## src/rtl/scene_loader_seg.sv

```systemverilog
// scene_loader_seg
//   Turns the received byte stream into SDRAM word writes. The stream holds
//   NUM_SEGS segments. Each segment is a 4-byte big-endian word-count header
//   followed by that many words of BYTES_PER_WORD bytes each (MSB first).
//   Words go to consecutive addresses starting at BASE_ADDR. Each header is
//   announced to the scene registers on seg_start, with seg_id, seg_base and
//   seg_len.
// Ports
//   clk, rst                 clock, synchronous active-high reset
//   byte_data, byte_valid    received byte stream (no backpressure)
//   xfer_done                end-of-transfer pulse
//   sl_addr, sl_io, sl_we    write request, held until sl_ack
//   sl_ack                   write accepted this cycle
//   seg_start, seg_id,
//   seg_base, seg_len        per-segment announcement pulse
//   sl_done                  load finished (sticky)
//   sl_err_overrun           sticky: a word was dropped under backpressure
//   sl_err_trunc             sticky: transfer ended before all segments
module scene_loader_seg #(
  parameter int BYTES_PER_WORD = 4,
  parameter int ADDR_W         = 25,
  parameter int NUM_SEGS       = 3,
  parameter int LEN_W          = 32,
  parameter int BASE_ADDR      = 0,
  parameter int SEG_W          = (NUM_SEGS > 1) ? $clog2(NUM_SEGS) : 1
) (
  input  logic                        clk,
  input  logic                        rst,
  input  logic [7:0]                  byte_data,
  input  logic                        byte_valid,
  input  logic                        xfer_done,
  output logic [ADDR_W-1:0]           sl_addr,
  output logic [8*BYTES_PER_WORD-1:0] sl_io,
  output logic                        sl_we,
  input  logic                        sl_ack,
  output logic                        seg_start,
  output logic [SEG_W-1:0]            seg_id,
  output logic [ADDR_W-1:0]           seg_base,
  output logic [LEN_W-1:0]            seg_len,
  output logic                        sl_done,
  output logic                        sl_err_overrun,
  output logic                        sl_err_trunc
);

  localparam int WW  = 8 * BYTES_PER_WORD;
  localparam int BCW = (BYTES_PER_WORD > 1) ? $clog2(BYTES_PER_WORD) : 1;

  typedef enum logic [1:0] {S_HDR, S_DATA, S_FIN, S_DONE} state_t;
  state_t state, state_nxt;

  logic [1:0]        hdr_cnt;
  logic [23:0]       hdr_sr;
  logic [LEN_W-1:0]  len;
  logic [LEN_W-1:0]  word_cnt;
  logic [BCW-1:0]    byte_cnt;
  logic [WW-1:0]     word_sr;
  logic [SEG_W-1:0]  cur_seg;
  logic [ADDR_W-1:0] wr_addr;   // address of the next write still to be accepted
  logic              xd_seen;

  logic              hdr_take, hdr_fire, data_take, word_fire, seg_end, last_seg;
  logic              stall, trunc_set;
  logic [31:0]       hdr_full;
  logic [LEN_W-1:0]  hdr_len;
  logic [WW-1:0]     word_next;
  logic [ADDR_W-1:0] next_addr;

  // Byte-level strobes and assembled values
  always_comb begin
    hdr_take  = (state == S_HDR)  && byte_valid;
    data_take = (state == S_DATA) && byte_valid;
    hdr_fire  = hdr_take && (hdr_cnt == 2'd3);
    word_fire = data_take && (byte_cnt == BCW'(BYTES_PER_WORD - 1));
    seg_end   = word_fire && ((word_cnt + LEN_W'(1)) == len);
    last_seg  = (cur_seg == SEG_W'(NUM_SEGS - 1));
    hdr_full  = {hdr_sr, byte_data};
    hdr_len   = LEN_W'(hdr_full);
    word_next = word_sr << 8;
    word_next[7:0] = byte_data;
    stall     = sl_we && !sl_ack;
    // A pending write always lands on wr_addr, so the next word goes one past it.
    next_addr = wr_addr + ADDR_W'(sl_we);
  end

  // State register
  always_ff @(posedge clk) begin
    if (rst) state <= S_HDR;
    else     state <= state_nxt;
  end

  // Next state: the byte is consumed first, then xfer_done is judged
  // against where that byte leaves the FSM.
  always_comb begin
    state_nxt = state;
    trunc_set = 1'b0;
    case (state)
      S_HDR:  if (hdr_fire) begin
                if (hdr_len != '0) state_nxt = S_DATA;
                else if (last_seg) state_nxt = S_FIN;
              end
      S_DATA: if (seg_end) state_nxt = last_seg ? S_FIN : S_HDR;
      S_FIN:  if (xd_seen && !sl_we) state_nxt = S_DONE;
      default: state_nxt = state;
    endcase
    // Truncation drains through FIN so a pending write still completes.
    if (xfer_done && (state_nxt == S_HDR || state_nxt == S_DATA)) begin
      trunc_set = 1'b1;
      state_nxt = S_FIN;
    end
  end

  // Outputs decoded from state
  always_comb begin
    sl_done = (state == S_DONE);
  end

  // Datapath
  always_ff @(posedge clk) begin
    if (rst) begin
      hdr_cnt        <= '0;
      hdr_sr         <= '0;
      len            <= '0;
      word_cnt       <= '0;
      byte_cnt       <= '0;
      word_sr        <= '0;
      cur_seg        <= '0;
      wr_addr        <= ADDR_W'(BASE_ADDR);
      xd_seen        <= 1'b0;
      sl_addr        <= ADDR_W'(BASE_ADDR);
      sl_io          <= '0;
      sl_we          <= 1'b0;
      seg_start      <= 1'b0;
      seg_id         <= '0;
      seg_base       <= ADDR_W'(BASE_ADDR);
      seg_len        <= '0;
      sl_err_overrun <= 1'b0;
      sl_err_trunc   <= 1'b0;
    end else begin
      seg_start <= 1'b0;
      xd_seen   <= xd_seen | xfer_done;
      if (sl_we && sl_ack) wr_addr <= wr_addr + ADDR_W'(1);

      if (hdr_take) begin
        hdr_sr  <= {hdr_sr[15:0], byte_data};
        hdr_cnt <= hdr_cnt + 2'd1;
      end
      if (hdr_fire) begin
        len       <= hdr_len;
        word_cnt  <= '0;
        byte_cnt  <= '0;
        seg_start <= 1'b1;
        seg_id    <= cur_seg;
        seg_base  <= next_addr;
        seg_len   <= hdr_len;
        if (hdr_len == '0 && !last_seg) cur_seg <= cur_seg + SEG_W'(1);
      end

      if (data_take) begin
        word_sr  <= word_next;
        byte_cnt <= word_fire ? '0 : byte_cnt + BCW'(1);
      end
      // A dropped word still counts so the next header lands where expected.
      if (word_fire) begin
        word_cnt <= seg_end ? '0 : word_cnt + LEN_W'(1);
        if (seg_end && !last_seg) cur_seg <= cur_seg + SEG_W'(1);
        if (stall) sl_err_overrun <= 1'b1;
      end

      if (word_fire && !stall) begin
        sl_we   <= 1'b1;
        sl_io   <= word_next;
        sl_addr <= next_addr;
      end else if (sl_we && sl_ack) begin
        sl_we <= 1'b0;
      end

      if (trunc_set) sl_err_trunc <= 1'b1;
    end
  end

endmodule

```

## config.mk

```make
export PLATFORM = sky130hd
export DESIGN_NAME = scene_loader_seg
export DESIGN_NICKNAME = d
export VERILOG_FILES = /design/src/rtl/scene_loader_seg.sv
export SDC_FILE = /design/constraint.sdc
export NUM_CORES = 1
export LEC_CHECK = 0
export CAP_MARGIN = 20
export CELL_PAD_IN_SITES_DETAIL_PLACEMENT = 0
export CELL_PAD_IN_SITES_GLOBAL_PLACEMENT = 1
export CORE_MARGIN = 3
export CORE_UTILIZATION = 41
export CTS_CLUSTER_DIAMETER = 50
export CTS_CLUSTER_SIZE = 40
export DETAILED_ROUTE_END_ITERATION = 10
export GPL_ROUTABILITY_DRIVEN = 0
export PLACE_DENSITY = 0.8
export SYNTH_ARGS = -nofsm -noshare
export SYNTH_HDL_FRONTEND = slang
export SYNTH_SLANG_ARGS = --single-unit
export TNS_END_PERCENT = 100
```

## constraint.sdc

```tcl
create_clock -name clk -period 3.8 [get_ports clk]
set_input_delay 0.95 -clock clk [delete_from_list [all_inputs] [get_ports clk]]
set_output_delay 0.95 -clock clk [all_outputs]
set_load 0.005 [all_outputs]
```

==> run_results.csv, run 1 <==
group,metric,value,unit
status,status,"finished clean",
synthesis,synth-edff-count,0,
placement,hpwl,21.3,mm
sta,finClkSkew,0.0128,ns
sta,fmax,281,MHz
cts,clock_sinks,234,
synthesis,synthesis.nets,1337,
floorplan,die_h,166,um
cts,cts-resized-gates,0,
route,post_drt_wl_per_cell,17.1,um
cts,tritoncts,"built",
cts,htree_num_levels,1,
sta,slew_headroom,39.5,%
floorplan,io_pins,134,
setup_path,crit_path_start_kind,"flip-flop",
synthesis,synth.cell_area,10500,um2
sta,hold_viol_final,0,
floorplan,die_w,166,um
sta,rsz0062_at_grt,"no",
setup_path,criticalPathCategory,"reg -> reg",
floorplan,core,24700,um2
synthesis,synthCells,1317,
setup_path,r2r_start,"word_cnt[0]$_SDFFE_PP0P_",
sta,fin_ws,0.237,ns
synthesis,synth_compound_area_share,15.5,%
power,powerDensity,405,nW/um2
setup_path,cp.required,4.23,ns
cts,ctsLongestPathBuffers,3,
cts,post_cts_buffers,0,
global_routing,grt_pass1_vias,9023,
synthesis,synth_top_family_by_area,"simple AND/OR/NAND/NOR gates",
cts,clock_latency,0.55,ns
global_routing,grt_usage,21.0,%
synthesis,synthMuxAreaShare,0.406,%
setup_path,worstPathArrival,4.00,ns
synthesis,ys_seq_area_share,44.7,%
cts,path_clk_slew,0.07,ns
cts,cts_buffers,28,
synthesis,synth_fa_ha_area_share,0.836,%
sta,period_minus_slack,3.56,ns
setup_path,crit_path_end_kind,"flip-flop",
placement,pre_cts_ws,-0.0691,ns
route,drc_errors,0,
worst_hold_path,hp-start,"sl_io[15]$_SDFFE_PP0P_",
synthesis,synth_seq_cells,234,
synthesis,synthSimpleGateAreaFrac,26.1,%
sta,min_period_over_period,93.8,%
route,postRouteAntennaNets,0,
setup_path,crit_fanout,7,
power,p_leak,4.39,nW
global_routing,antenna_found_initial,1,
synthesis,syn_area_per_cell,7.95,um2
worst_hold_path,hold_class,"reg -> reg",
final_layout,nNetsFinal,1446,
route,totalWireLength,30.2,mm
final_layout,syn_to_final_growth,25.5,%
global_routing,overflow,0,
route,drtIter0Drc,638,
final_layout,drive_gt1_share,7.53,%
floorplan,dieArea,27500,um2
sta,slew_viol_final,0,
global_routing,grt_max_degree,73,
synthesis,synthArstFlopShare,0,%
sta,worst_slew_pin_slew,0.905,ns
route,via_per_inst,5.42,
synthesis,synth-xor-area-share,8.47,%
route,num_vias,9607,
power,power.total,5.33,mW
route,drt_first_pass_iters,5,
synthesis,synth.distinct_cells,69,
run,maxCapViolations,0,
floorplan,initial_core_util,42.4,%
synthesis,ys.flop_type,"dfxtp_1",
placement,numPortBuffers,133,
final_layout,fin_util,53.3,%
sta,setup_viol_count_final,0,
cts,cts_root_buf,"clkbuf_16",
synthesis,yosysWarnings,0,
floorplan,row_count,57,
global_routing,grt_first_pass_wirelength,48.7,mm
setup_path,worstSetupStartpoint,"word_cnt[0]$_SDFFE_PP0P_",
power,ir_drop,0.000322,V
cts,hold_buffers,0,
cell usage in the layout (no fill, tap or decap), types with 4 or more instances in the layout:
cell type        netlist  routed
nand2_1              300     300
dfxtp_1              234     234
a21oi_1              150     150
clkdlybuf4s50_1        0     132
nor2_1               130     129
a211oi_1              50      50
xor2_1                48      48
xnor2_1               48      48
buf_4                  0      34
nand3_1               31      31
clkbuf_16              0      28
nand4_1               23      23
nor3_1                22      22
nor4_1                20      20
o21ai_0               19      19
and3_1                18      17
inv_1                 11      11
a31oi_1               11      11
and2_1                10      10
or3_1                  8       8
ha_1                   7       7
inv_6                  0       7
nand2b_1               6       6
or4_1                  6       6
and4_1                 5       5
a21o_1                 5       5
inv_8                  0       5
nor4b_1                4       4
or2_2                  4       4
buf_12                 0       4
final timing paths:
check | slack, ns | cells after the start | endpoint
max | 0.24 | 11 | word_cnt[26]$_SDFFE_PP0P_
min | 0.45 | 2 | sl_io[15]$_SDFFE_PP0P_
max reg2reg | 0.24 | 11 | word_cnt[26]$_SDFFE_PP0P_
min reg2reg | 0.45 | 2 | sl_io[15]$_SDFFE_PP0P_
synthesized netlist by cell type, drive strengths merged (8+ instances only):
library cell	n	area, um2
xor2	48	420
nor3	23	120
and3	19	124
xnor2	48	420
nand3	32	165
nand2	300	1130
or3	8	50.1
inv	11	41.3
a21oi	150	751
nor4	22	159
dfxtp	234	4680
clkbuf	73	282
a211oi	50	375
and2	10	62.6
buf	19	92.6
nor2	131	494
a31oi	11	68.8
o21ai	19	95.1
nand4	24	165
layer usage:
metal	part of all wire, %	up-vias	track usage (%)
met3	6.1	62	4.50
met2	46	271	33.4
li1	-	4739	-
met4	2.9	2	6.73
met5	0.043	-	0
met1	45	4533	28.7
cell families after synthesis:
family / Yosys count
adders and majority gates: 7
AOI/OAI and AO/OA: 267
and+or+nand+nor: 604
buffers and inverters: 103
muxes: 4
xor gates and xnor gates: 98
DFF: 234
power breakdown:
| group | switching, mW | internal (mW) |
|---|---|---|
| Combinational | 0.0937 | 0.0442 |
| Clock | 1.23 | 1.47 |
| Sequential | 0.0170 | 2.47 |
| Total | 1.34 | 3.98 |
state kept, by name (all words and copies together), names as in the netlist:
register and count:
len 32, word_cnt 32, word_sr 24, hdr_cnt 2, cur_seg 2, sl_err_overrun 1
xd_seen 1, sl_io 32, hdr_sr 24, seg_id 2, seg_start 1, seg_base 25
wr_addr 25, sl_addr 25, sl_err_trunc 1, state 2, byte_cnt 2, sl_we 1
final cells by class:
class / count / area [um2]
Multi-Input combinational cell: 980 / 5380
Fill cell: 2422 / 11500
Timing Repair Buffer: 171 / 1670
Sequential cell: 234 / 4680
Tap cell: 324 / 405
Clock buffer: 30 / 728
Inverter: 11 / 41.3
Clock inverter: 21 / 235
Antenna cell: 1 / 2.50
critical path, cell delays in order, from the launching register on:
cell,delay (ns)
dfxtp_1,0.44
ha_1,0.29
nand3_2,0.13
nor4_4,0.40
and3_4,0.28
a31oi_1,0.11
or4_1,0.54
or4_4,0.57
o211ai_4,0.23
buf_4,0.17
nor3_1,0.04
a211o_1,0.24
stage by stage:
| step | hold WS [ns] | area, um2 | std cells | setup TNS, ns |
|---|---|---|---|---|
| finish | 0.454 | 13100 | 1772 | 0 |
| global placement | 0.441 | 12200 | 1720 | 0 |
| detailed placement | 0.447 | 12200 | 1720 | -1.40 |
| floorplan | 0.432 | 10500 | 1317 | 0 |
| global route | 0.472 | 13100 | 1771 | 0 |
| CTS | 0.457 | 13100 | 1771 | 0 |
(Power assumes the default switching activity.)
==> run 2, diff against run 1 <==
==> constraint.sdc (replaced) <==
create_clock -name clk -period 3.6 [get_ports clk]
set_input_delay 0.9 -clock clk [delete_from_list [all_inputs] [get_ports clk]]
set_output_delay 0.9 -clock clk [all_outputs]
set_load 0.005 [all_outputs]
==> run_results.csv, run 2 (synthesized netlist as in run 1, its figures left out) <==
group,metric,value,unit
status,status,"finished clean",
setup_path,crit_path_start_kind,"flip-flop",
setup_path,crit_path_end_kind,"flip-flop",
sta,finClkSkew,0.0116,ns
global_routing,grt_usage,21.4,%
sta,min_period_over_period,94.5,%
global_routing,grt_pass1_vias,9058,
global_routing,grt_first_pass_wirelength,49.4,mm
setup_path,cpPeakStageDelay,0.57,ns
floorplan,die_h,166,um
cts,cts_root_buf,"clkbuf_16",
worst_hold_path,whs_path_depth,2,
final_layout,nNetsFinal,1462,
cts,clock_sinks,234,
route,via_per_inst,5.32,
run,maxCapViolations,0,
setup_path,crit_fanout,9,
final_layout,final_cell_mix,"300 x nand2_1, 233 x dfxtp_1, 150 x a21oi_1",
sta,slew_headroom,39.9,%
sta,worst_slew_pin_slew,0.899,ns
power,p_leak,4.47,nW
worst_hold_path,hold_class,"reg -> reg",
final_layout,diodes,0,
placement,hpwl,21.4,mm
floorplan,core,24700,um2
power,ir_drop,0.000380,V
final_layout,fin_util,53.7,%
cts,path_clk_slew,0.07,ns
floorplan,dieArea,27500,um2
setup_path,criticalPathCategory,"reg -> reg",
sta,period_minus_slack,3.40,ns
route,drc_errors,0,
worst_hold_path,min_to,"sl_io[7]$_SDFFE_PP0P_",
sta,rsz0062_at_grt,"no",
floorplan,io_pins,134,
sta,slew_viol_final,0,
global_routing,overflow,0,
final_layout,syn_to_final_growth,26.6,%
setup_path,r2r-end,"word_cnt[5]$_SDFFE_PP0P_",
sta,hold_viol_final,0,
power,power.total,5.67,mW
route,postRouteAntennaNets,0,
route,post_drt_wl_per_cell,17.0,um
setup_path,critical-path-top-delay-family,"simple AND/OR/NAND/NOR gates",
cts,htree_num_levels,1,
worst_hold_path,hp-start,"sl_io[7]$_SDFFE_PP0P_",
setup_path,worstPathBufferInverterCount,1,
route,drtIter0Drc,648,
power,powerDensity,428,nW/um2
setup_path,regToRegSetupSlack,0.20,ns
final_layout,fill_cells,2383,
setup_path,r2r_start,"word_cnt[5]$_SDFFE_PP0P_",
final_layout,reg_top3,"len: 32 flops, sl_io: 32 flops, word_cnt: 32 flops",
final_layout,final_common_cell,"nand2_1",
route,num_vias,9520,
floorplan,initial_core_util,42.4,%
global_routing,grt_max_degree,122,
floorplan,row_count,57,
final_layout,drive_gt1_share,8.67,%
setup_path,path_cells,"nand2_1 -> nor4_4 -> nand3_1 -> xnor2_1 -> or4_1 -> or4_4 -> o211ai_4 -> buf_4 -> nor3_1 -> a211o_1",
setup_path,r2r_cells,10,
cts,tritoncts,"built",
cts,hold_buffers,0,
cts,cts_buffers,28,
sta,setup_viol_count_final,0,
route,totalWireLength,30.4,mm
setup_path,worstPathArrival,3.83,ns
setup_path,cp.required,4.03,ns
sta,fmax,294,MHz
placement,numPortBuffers,133,
route,drt_first_pass_iters,7,
cts,ctsLongestPathBuffers,3,
setup_path,cp_slowest_cell,"or4_4",
floorplan,die_w,166,um
global_routing,antenna_found_initial,0,
cts,clock_latency,0.55,ns
-- run 2: layout make-up --
cell class                 instances  area (um2)  share of cell area (%)
multi-input combinational        980        5380                    40.6
clock inverter                    23         244                    1.84
timing repair buffer             187        1780                    13.4
inverter                          11        41.3                   0.311
sequential                       234        4690                    35.3
clock buffer                      29         726                    5.47
tap                              324         405                    3.06
-- run 2: per-layer routing --
layer | GRT usage, % | part of all wire [%] | vias up
met4 | 6.76 | 3.1 | 0
li1 | - | - | 4783
met2 | 33.7 | 45 | 248
met1 | 29.2 | 46 | 4429
met5 | 0 | 0 | -
met3 | 5.00 | 6.4 | 60
-- run 2: timing repair --
| item | in CTS | in global routing |
|---|---|---|
| setup endpoints to repair | 0 | 9 |
| setup buffers | 0 | 1 |
| resized for setup | 0 | 1 |
| endpoints found under the hold margin | 0 | 0 |
-- run 2: worst max-delay path by stage --
stage                                         from                  endpoint  slack [ns]  cells past startpoint
after global placement                  byte_valid  word_cnt[5]$_SDFFE_PP0P_       -0.09                     11
after floorplan           word_cnt[0]$_SDFFE_PP0P_  word_cnt[5]$_SDFFE_PP0P_        0.28                     11
final                     word_cnt[5]$_SDFFE_PP0P_  word_cnt[5]$_SDFFE_PP0P_        0.20                     10
after global routing      word_cnt[5]$_SDFFE_PP0P_  word_cnt[5]$_SDFFE_PP0P_      0.0007                     10
after detailed placement                byte_valid  word_cnt[5]$_SDFFE_PP0P_       -0.22                     11
after CTS                 word_cnt[4]$_SDFFE_PP0P_  word_cnt[5]$_SDFFE_PP0P_        0.12                     10
-- run 2: worst min-delay path: stages (launching register included) --
cell and delay [ns]:
dfxtp_1 0.31, nand2_1 0.05, a21oi_1 0.05
-- run 2: power breakdown --
part | internal [mW] | leakage (nW) | switching, mW
Clock | 1.61 | 0.468 | 1.29
Combinational | 0.0482 | 2.11 | 0.0978
Sequential | 2.60 | 1.89 | 0.0177
-- run 2: per-stage QoR --
step	hold WS (ns)	instance area (um2)	TNS, ns	instances	setup slack, ns
floorplan	0.432	10500	0	1317	0.277
global placement	0.442	12300	-0.800	1735	-0.0883
detailed placement	0.446	12300	-5.25	1735	-0.223
CTS	0.456	13200	0	1787	0.118
global route	0.475	13300	0	1788	0.000716
finish	0.453	13300	0	1788	0.200
